`src/rtl/bcd2bin_seq_pkg.sv`:
```
// Shared constants, state type and sizing helper for the BCD <-> binary converters.
package bcd_pkg;

  localparam int DIGIT_W = 4;

  localparam logic [DIGIT_W-1:0] CORR_THRESH = 4'd8;
  localparam logic [DIGIT_W-1:0] CORR_SUB    = 4'd3;
  localparam logic [DIGIT_W-1:0] FWD_THRESH  = 4'd5;
  localparam logic [DIGIT_W-1:0] FWD_ADD     = 4'd3;

  typedef enum logic [1:0] {IDLE, SHIFT, DONE} state_t;

  // Smallest binary width that can hold every value of a DIGITS-digit decimal number.
  function automatic int min_bin_w(input int digits);
    longint unsigned limit;
    int w;
    limit = 1;
    for (int i = 0; i < digits; i++) limit = limit * 10;
    w = 0;
    while ((64'd1 << w) < limit) w++;
    return w;
  endfunction

endpackage

```
`src/rtl/bcd2bin_seq_if.sv`:
```
// Valid/ready bundle for the BCD-to-binary converter: BCD request in, binary result out.
interface bcd2bin_seq_if
  import bcd_pkg::*;
#(
  parameter int DIGITS = 3,
  parameter int BIN_W  = 10
);
  logic                      in_valid;
  logic                      in_ready;
  logic [DIGIT_W*DIGITS-1:0] bcd;
  logic                      out_valid;
  logic                      out_ready;
  logic [BIN_W-1:0]          bin;
  logic                      err;

  modport master (
    output in_valid, bcd, out_ready,
    input  in_ready, out_valid, bin, err
  );

  modport slave (
    input  in_valid, bcd, out_ready,
    output in_ready, out_valid, bin, err
  );
endinterface

```
`src/rtl/bcd2bin_seq_digit_corr.sv`:
```
// Reverse double-dabble digit fix-up: a digit that reached 8 or more after the shift loses 3.
module bcd_digit_corr
  import bcd_pkg::*;
(
  input  logic [DIGIT_W-1:0] d_i,
  output logic [DIGIT_W-1:0] d_o
);
  assign d_o = (d_i >= CORR_THRESH) ? (d_i - CORR_SUB) : d_i;
endmodule

```
`src/rtl/bcd2bin_seq.sv`:
```
// Iterative BCD-to-binary converter (one right shift plus digit correction per clock).
// Optional macro BCD2BIN_CHECK_EN flags input digits above 9 on err.
module bcd2bin_seq
  import bcd_pkg::*;
#(
  parameter int DIGITS = 3,
  parameter int BIN_W  = 10,
  parameter int CNT_W  = 4
) (
  input logic           clk,
  input logic           rst,
  bcd2bin_seq_if.slave  bus
);

  localparam int BCD_W = DIGIT_W * DIGITS;
  localparam int SR_W  = BCD_W + BIN_W;
  localparam logic [CNT_W-1:0] LAST_CNT = CNT_W'(BIN_W - 1);

  state_t            state_q, state_d;
  logic [SR_W-1:0]   sr_q, sr_d;
  logic [CNT_W-1:0]  cnt_q, cnt_d;
  logic [BIN_W-1:0]  bin_q, bin_d;
  logic [SR_W-1:0]   sr_shift;
  logic [BCD_W-1:0]  corr_field;
  logic [SR_W-1:0]   sr_corr;

  // Binary bits leave the bottom of the BCD field; the digits are then re-normalised.
  assign sr_shift = sr_q >> 1;

  for (genvar g = 0; g < DIGITS; g++) begin : g_corr
    bcd_digit_corr u_corr (
      .d_i (sr_shift[BIN_W + g*DIGIT_W +: DIGIT_W]),
      .d_o (corr_field[g*DIGIT_W +: DIGIT_W])
    );
  end

  assign sr_corr = {corr_field, sr_shift[BIN_W-1:0]};

`ifdef BCD2BIN_CHECK_EN
  logic err_q, err_d;
  logic bad_digit;

  always_comb begin
    bad_digit = 1'b0;
    for (int i = 0; i < DIGITS; i++) begin
      if (bus.bcd[i*DIGIT_W +: DIGIT_W] > 4'd9) bad_digit = 1'b1;
    end
  end
`endif

  always_comb begin
    state_d = state_q;
    sr_d    = sr_q;
    cnt_d   = cnt_q;
    bin_d   = bin_q;
`ifdef BCD2BIN_CHECK_EN
    err_d   = err_q;
`endif
    case (state_q)
      IDLE: begin
        if (bus.in_valid) begin
          sr_d    = {bus.bcd, {BIN_W{1'b0}}};
          cnt_d   = '0;
          state_d = SHIFT;
`ifdef BCD2BIN_CHECK_EN
          err_d   = bad_digit;
`endif
        end
      end
      SHIFT: begin
        sr_d  = sr_corr;
        cnt_d = cnt_q + CNT_W'(1);
        if (cnt_q == LAST_CNT) begin
          bin_d   = sr_corr[BIN_W-1:0];
          state_d = DONE;
        end
      end
      DONE: begin
        if (bus.out_ready) state_d = IDLE;
      end
      default: state_d = IDLE;
    endcase
  end

  always_ff @(posedge clk or posedge rst) begin
    if (rst) begin
      state_q <= IDLE;
      sr_q    <= '0;
      cnt_q   <= '0;
      bin_q   <= '0;
`ifdef BCD2BIN_CHECK_EN
      err_q   <= 1'b0;
`endif
    end else begin
      state_q <= state_d;
      sr_q    <= sr_d;
      cnt_q   <= cnt_d;
      bin_q   <= bin_d;
`ifdef BCD2BIN_CHECK_EN
      err_q   <= err_d;
`endif
    end
  end

  assign bus.in_ready  = (state_q == IDLE);
  assign bus.out_valid = (state_q == DONE);
  assign bus.bin       = bin_q;
`ifdef BCD2BIN_CHECK_EN
  assign bus.err       = err_q;
`else
  assign bus.err       = 1'b0;
`endif

endmodule
```
`src/flat_wrapper.sv`:
```
// flat-port wrapper written by rule: the top's interface ports become plain ports
module bcd2bin_seq_flat import bcd_pkg::*;
#(
  parameter int DIGITS = 3,
  parameter int BIN_W  = 10,
  parameter int CNT_W  = 4
)
  (clk, rst, bus_in_valid, bus_bcd, bus_out_ready, bus_in_ready, bus_out_valid, bus_bin, bus_err);
  bcd2bin_seq_if #(.DIGITS(DIGITS), .BIN_W(BIN_W)) bus_i ();
  input logic clk;
  input logic rst;
  input wire logic [$bits(bus_i.in_valid)-1:0] bus_in_valid;
  input wire logic [$bits(bus_i.bcd)-1:0] bus_bcd;
  input wire logic [$bits(bus_i.out_ready)-1:0] bus_out_ready;
  output wire logic [$bits(bus_i.in_ready)-1:0] bus_in_ready;
  output wire logic [$bits(bus_i.out_valid)-1:0] bus_out_valid;
  output wire logic [$bits(bus_i.bin)-1:0] bus_bin;
  output wire logic [$bits(bus_i.err)-1:0] bus_err;
  assign bus_i.in_valid = bus_in_valid;
  assign bus_i.bcd = bus_bcd;
  assign bus_i.out_ready = bus_out_ready;
  assign bus_in_ready = bus_i.in_ready;
  assign bus_out_valid = bus_i.out_valid;
  assign bus_bin = bus_i.bin;
  assign bus_err = bus_i.err;
  bcd2bin_seq #(.DIGITS(DIGITS), .BIN_W(BIN_W), .CNT_W(CNT_W)) u_core (.clk(clk), .rst(rst), .bus(bus_i));
endmodule
```
`config.mk`:
```
export PLATFORM = sky130hd
export DESIGN_NAME = bcd2bin_seq_flat
export DESIGN_NICKNAME = d
export VERILOG_FILES = /design/src/rtl/bcd2bin_seq_pkg.sv /design/src/rtl/bcd2bin_seq_if.sv /design/src/rtl/bcd2bin_seq_digit_corr.sv /design/src/rtl/bcd2bin_seq.sv /design/src/flat_wrapper.sv
export SDC_FILE = /design/constraint.sdc
export NUM_CORES = 1
export LEC_CHECK = 0
export BUFFER_PORTS_ARGS = -buffer_cell sky130_fd_sc_hd__buf_4
export CAP_MARGIN = 10
export CORE_AREA = 2 2 89 74
export CTS_CLUSTER_SIZE = 28
export DETAILED_ROUTE_END_ITERATION = 12
export DIE_AREA = 0 0 91 76
export SLEW_MARGIN = 15
export SYNTH_ARGS = -nofsm -noshare
export SYNTH_HDL_FRONTEND = slang
export SYNTH_SLANG_ARGS = --single-unit
```
`constraint.sdc`:
```
create_clock -name clk -period 1.75 [get_ports clk]
set_clock_uncertainty 0.1 [all_clocks]
set_input_delay 0.35 -clock clk [delete_from_list [all_inputs] [get_ports clk]]
set_output_delay 0.35 -clock clk [all_outputs]
set_load 0.02 [all_outputs]
```
Word-level counts from Yosys, hierarchy flattened
Cells that the tools add are included.

Muxes and demuxes: 11. Add/subtract/negate cells: 4. $lt $le $gt $ge: 3. Eq/ne operators: 6. Reduce and logical (&&, ||, !) cells: 5.

Operators by type and width (count): case mux 22 bit (2 select lines) (1); two-way mux 22 bit (1); two-way mux 4 bit (4); greater-or-equal comparator 4 bit, second input constant (2); case mux 4 bit (2 select lines) (1); subtractor 4 x 2 -> 4 bit, second input constant (2); two-way mux 2 bit (3); case mux 2 bit (3 select lines) (1); adder 4 x 1 -> 4 bit, second input constant (1); == test 4 bit, second input constant (1); greater-or-equal comparator 3 x 4 -> 1 bit, second input constant (1); != test 2 bit, second input constant (2); AND reduction 2 bit (2); subtractor 3 x 2 -> 4 bit, second input constant (1); AND reduction 3 bit (1); == test 2 x 1 -> 1 bit, second input constant (1); == test 2 bit, second input constant (1); logical NOT 2 bit (1); != test 2 x 1 -> 1 bit, second input constant (1); nonzero test 2 bit (1).

Bits in registers: 38.

Logic depth before layout (Yosys ltp)
Depth after elaboration: 3. Depth in mapped cells: 5. Mapped depth without buffers: 5.

Modules after synthesis
A second synthesis with hierarchy kept.

Cells, all modules: 162. Area total of the unflattened synthesis: 1815.5 um^2.

Modules (own cells, without submodules): bcd2bin_seq (times used 1, area an instance 1586.5 um^2, cells an instance 129); bcd_digit_corr (times used 3, area an instance 76.3 um^2, cells an instance 11).

Least setup slack after synthesis
OpenSTA, ideal clock, no wires.

Path kind: register to register. Start: register u_core.state_q[0]. End: register u_core.bin_q[0], in the netlist u_core.bus.bin[0]. Setup slack: 250 ps. Path buffers: 2. Data arrival time: 1274 ps. Cell stages (with the launch flop): 6. Cell sequence: dfrtp_1 > buf_6 > nor2b_4 > and4_4 > buf_12 > mux2_4.

Cells in the longest elaborated chain, start to end: 2.

Ends and longest elaborated chain: start: declaration (line bcd2bin_seq.sv:19) `state_t state_q, state_d;`; start signal: assignment (line bcd2bin_seq.sv:95) `state_q <= state_d;`; == test 2 x 1 -> 1 bit (line bcd2bin_seq.sv:59) `case (state_q)`; AND reduction 2 bit (no source line); end signal: assignment (line bcd2bin_seq.sv:98) `bin_q <= bin_d;`; end: declaration (line bcd2bin_seq.sv:22) `logic [BIN_W-1:0] bin_q, bin_d;`.

Every way passes these cells. A chain may end at the register's enable or synchronous reset.

Final worst setup path
Start: register u_core.state_q[0]. End: output port bus_in_ready.

Cells in the longest elaborated chain, start to end: 1.

Ends and longest elaborated chain: logical NOT 2 bit (line bcd2bin_seq.sv:105) `assign bus.in_ready = (state_q == IDLE);`; end: declaration (line flat_wrapper.sv:15) `output wire logic [$bits(bus_i.in_ready)-1:0] bus_in_ready;`.

Every way passes these cells.

==> impl_metrics.yaml <==
run_status:
  status: "completed"
cts:
  numCtsBuffers: 5
  cts_root_buf: "clkbuf_8"
  cts_tree: "built"
  cts_num_sinks: 37
  htree_levels: 2
  clockBufferDepth: 2
  worstSkewPairLatency_ps: 290
  clkTransAtPathRegs_ps: 80
placed_design:
  gp_congestion: 0.776
  dp_hpwl_mm: 2.48
  port_buffers: 27
worst_setup_path:
  path_cells: "buf_4, buf_4, nor2_4, buf_6"
  rr_endpoint: "u_core.bus.bin[4]$_DFFE_PP0P_"
  cp_data_required_time_ps: 1300
  critPathMaxStageDelay_ps: 410
  endpoint: "bus_in_ready"
  startpoint: "u_core.state_q[0]$_DFFE_PP0P_"
  r2r_slack_ps: 150
  cpMostUsedCell: "buf_4"
  start_kind: "flip-flop"
  cpMaxStageDelayCell: "dfrtp_2"
  timing.rr.start: "u_core.state_q[0]$_DFFE_PP0P_"
  ff2ff_path_depth: 4
  critPathArrivalTime_ps: 1230
  critical_path_class: "reg -> out"
  cp_max_fo: 6
  worstSetupEndpointType: "output pin"
global_routing:
  grt.total_usage_pct: 11.1
  grt_max_degree: 38
  grt_overflow: 0
  use_met1_pct: 15.4
  grt_pass1_wl_mm: 6.11
  use_met2_pct: 16.8
  gr-max-usage-layer: "met2"
  antenna_found_initial: 0
  gr-usage-met3_pct: 3.07
  grt_pass1_vias: 1257
sta:
  hold_viol_final: 0
  final_max_slew_viol_count: 0
  min_period_over_period_pct: 96.1
  grt_setup_unrepaired: "false"
  max-slew-margin-rel_pct: 66.0
  period_needed_ps: 1680
  worst_slew_pin_slew_ps: 510
  setup_viol: 0
  fin_setup_tns_ps: 0
  max_freq_mhz: 595
  hold_ws_ps: 71.7
power_and_ir_drop:
  vdd_drop_max_uv: 413
  pwr_density_cell_mw_per_mm2: 1850
  leakagePower_nw: 1.06
  swShare_pct: 34.3
  clock_power_share_pct: 21.8
  p_int_mw: 2.71
  power_mw: 4.12
  switchingPower_mw: 1.41
  p_comb_share_pct: 40.2
  power_frac_seq_pct: 38.0
logic_synthesis:
  ys_types: 38
  synth_flop_cell: "dfrtp_1"
  synth_edf_count: 0
  syn-num-nets: 165
  ys_top_cells_by_area: "dfrtp_1 (53%), mux2_4 (7.7%), a22o_1 (4.5%), ha_1 (4.3%), o22ai_1 (2.5%)"
  ys_ff_latch: 37
  synthCells: 143
  syn_area_per_cell_sq_um: 12.3
  netlist.top_cell.by_area: "dfrtp_1"
  synth_area_sq_mm: 0.00176
  yosys_warnings: 0
  synth-seq-area-share_pct: 52.7
  synth_async_sr_flop_share_pct: 100
  synth_top_cell_area_share_pct: 52.7
  synth_commonest_cells: "dfrtp_1 (37), a22o_1 (9), inv_1 (9), mux2_4 (9)"
  yosys.cell_count.top_type: "dfrtp_1"
min_path:
  min_path_type: "in -> async"
die:
  core_sq_mm: 0.00612
  die_width_um: 91
  io_pins: 29
  die_area_sq_mm: 0.00692
  start_util_pct: 28.7
  die_h_um: 76
  num_rows: 26
detailed_routing:
  ant_nets: 0
  vias: 1206
  drcViolationCount: 0
  drtIter0Drc: 93
  drtPass1Iterations: 4
  wl_per_cell_um: 13.4
  vias_per_cell: 4.57
  wirelength_mm: 3.53
cells_and_area:
  final_nets: 201
  drive_gt1_share_pct: 36.7
  antenna_cells: 0
  areaGrowthSynthToFinish_pct: 26.7
run:
  maxCapViolCount: 0
[power by group through the flow]
stage	logic, mW	registers (mW)	clock network (mW)
floorplan	1.09	1.62	0
global placement	1.61	1.58	0
detailed placement	1.63	1.59	0
CTS	1.66	1.57	0.921
global route	1.85	1.63	0.949
finish	1.66	1.56	0.900
[final cells by class]
| cell class | instances | area [sq um] |
|---|---|---|
| Clock buffer | 5 | 68.8 |
| Clock inverter | 3 | 68.8 |
| Fill cell | 629 | 3890 |
| Inverter | 9 | 33.8 |
| Multi-Input combinational cell | 89 | 741 |
| Sequential cell | 37 | 928 |
| Tap cell | 84 | 105 |
| Timing Repair Buffer | 37 | 282 |
[flip-flops by register name, indices dropped and copies added, names as in the netlist]
signal / cells
u_core.bus.bin: 10
u_core.sr_q: 21
u_core.cnt_q: 4
u_core.state_q: 2
[cell usage in the layout (no fill, tap or decap), types with 2 or more instances in the layout]
master,synthesis,routed
o21ai_0,6,6
dfrtp_2,0,2
a41oi_1,2,2
a31oi_1,5,5
mux2_4,9,9
xnor2_1,2,2
nor2b_1,6,6
a21oi_1,7,7
bufinv_16,0,2
buf_4,2,36
dfrtp_1,37,35
clkbuf_8,0,5
xor2_1,2,2
a22o_1,9,9
ha_1,6,6
mux2_2,3,3
nand2_1,5,5
a22oi_1,2,2
inv_1,9,9
o22ai_1,7,7
[critical path: cells and delay by family (launching register included)]
kind / cells / cell delay [ps]
buffers and inverters: 3 / 420
DFF: 1 / 410
and+or+nand+nor: 1 / 100
[metal layers]
metal	up-vias	share of wire, %
met5	-	0
li1	593	-
met1	586	51
met3	3	4.0
met2	24	44
met4	0	0.71
[repair_timing]
action                                  in CTS  in global routing
pin swaps                                    0                  0
gates resized for setup                      2                  3
hold buffers                                 0                  0
gates cloned                                 0                  0
endpoints found under the setup margin       2                  2
setup buffers                                1                  0
[per-stage QoR]
| step | cell area, sq um | utilization (%) | std cells | worst slack (ps) |
|---|---|---|---|---|
| after floorplan | 1760 | - | 143 | 250 |
| after global routing | 2230 | 36.4 | 264 | 18.4 |
| after detailed placement | 2070 | 33.8 | 255 | 146 |
| after global placement | 2070 | 33.8 | 255 | 183 |
| final | 2230 | 36.4 | 264 | 68.9 |
| after CTS | 2220 | 36.3 | 264 | 21.9 |
[worst min-delay path by stage]
stage	cells after the start	start	end	slack, ps
finish	3	rst	u_core.bus.bin[7]$_DFFE_PP0P_	70
CTS	3	rst	u_core.bus.bin[7]$_DFFE_PP0P_	80
global placement	2	u_core.sr_q[19]$_DFFE_PP0P_	u_core.sr_q[19]$_DFFE_PP0P_	370
detailed placement	2	u_core.sr_q[19]$_DFFE_PP0P_	u_core.sr_q[19]$_DFFE_PP0P_	380
global route	3	rst	u_core.sr_q[10]$_DFFE_PP0P_	120
floorplan	2	u_core.sr_q[20]$_DFFE_PP0P_	u_core.sr_q[20]$_DFFE_PP0P_	350
[cells by family (layout without fill, tap and decap cells)]
kind of cell               count (synthesis)  after routing  synth area share, %
other                                      1              1                0.213
xor gates and xnor gates                   4              4                 1.99
and+or+nand+nor                           22             22                 7.90
adders and majority gates                  6              6                 4.27
muxes                                     12             12                 9.61
AOI/OAI and AO/OA                         44             44                 17.7
buffers and inverters                     17             54                 5.62
DFF                                       37             37                 52.7
(Power assumes the default switching activity.)
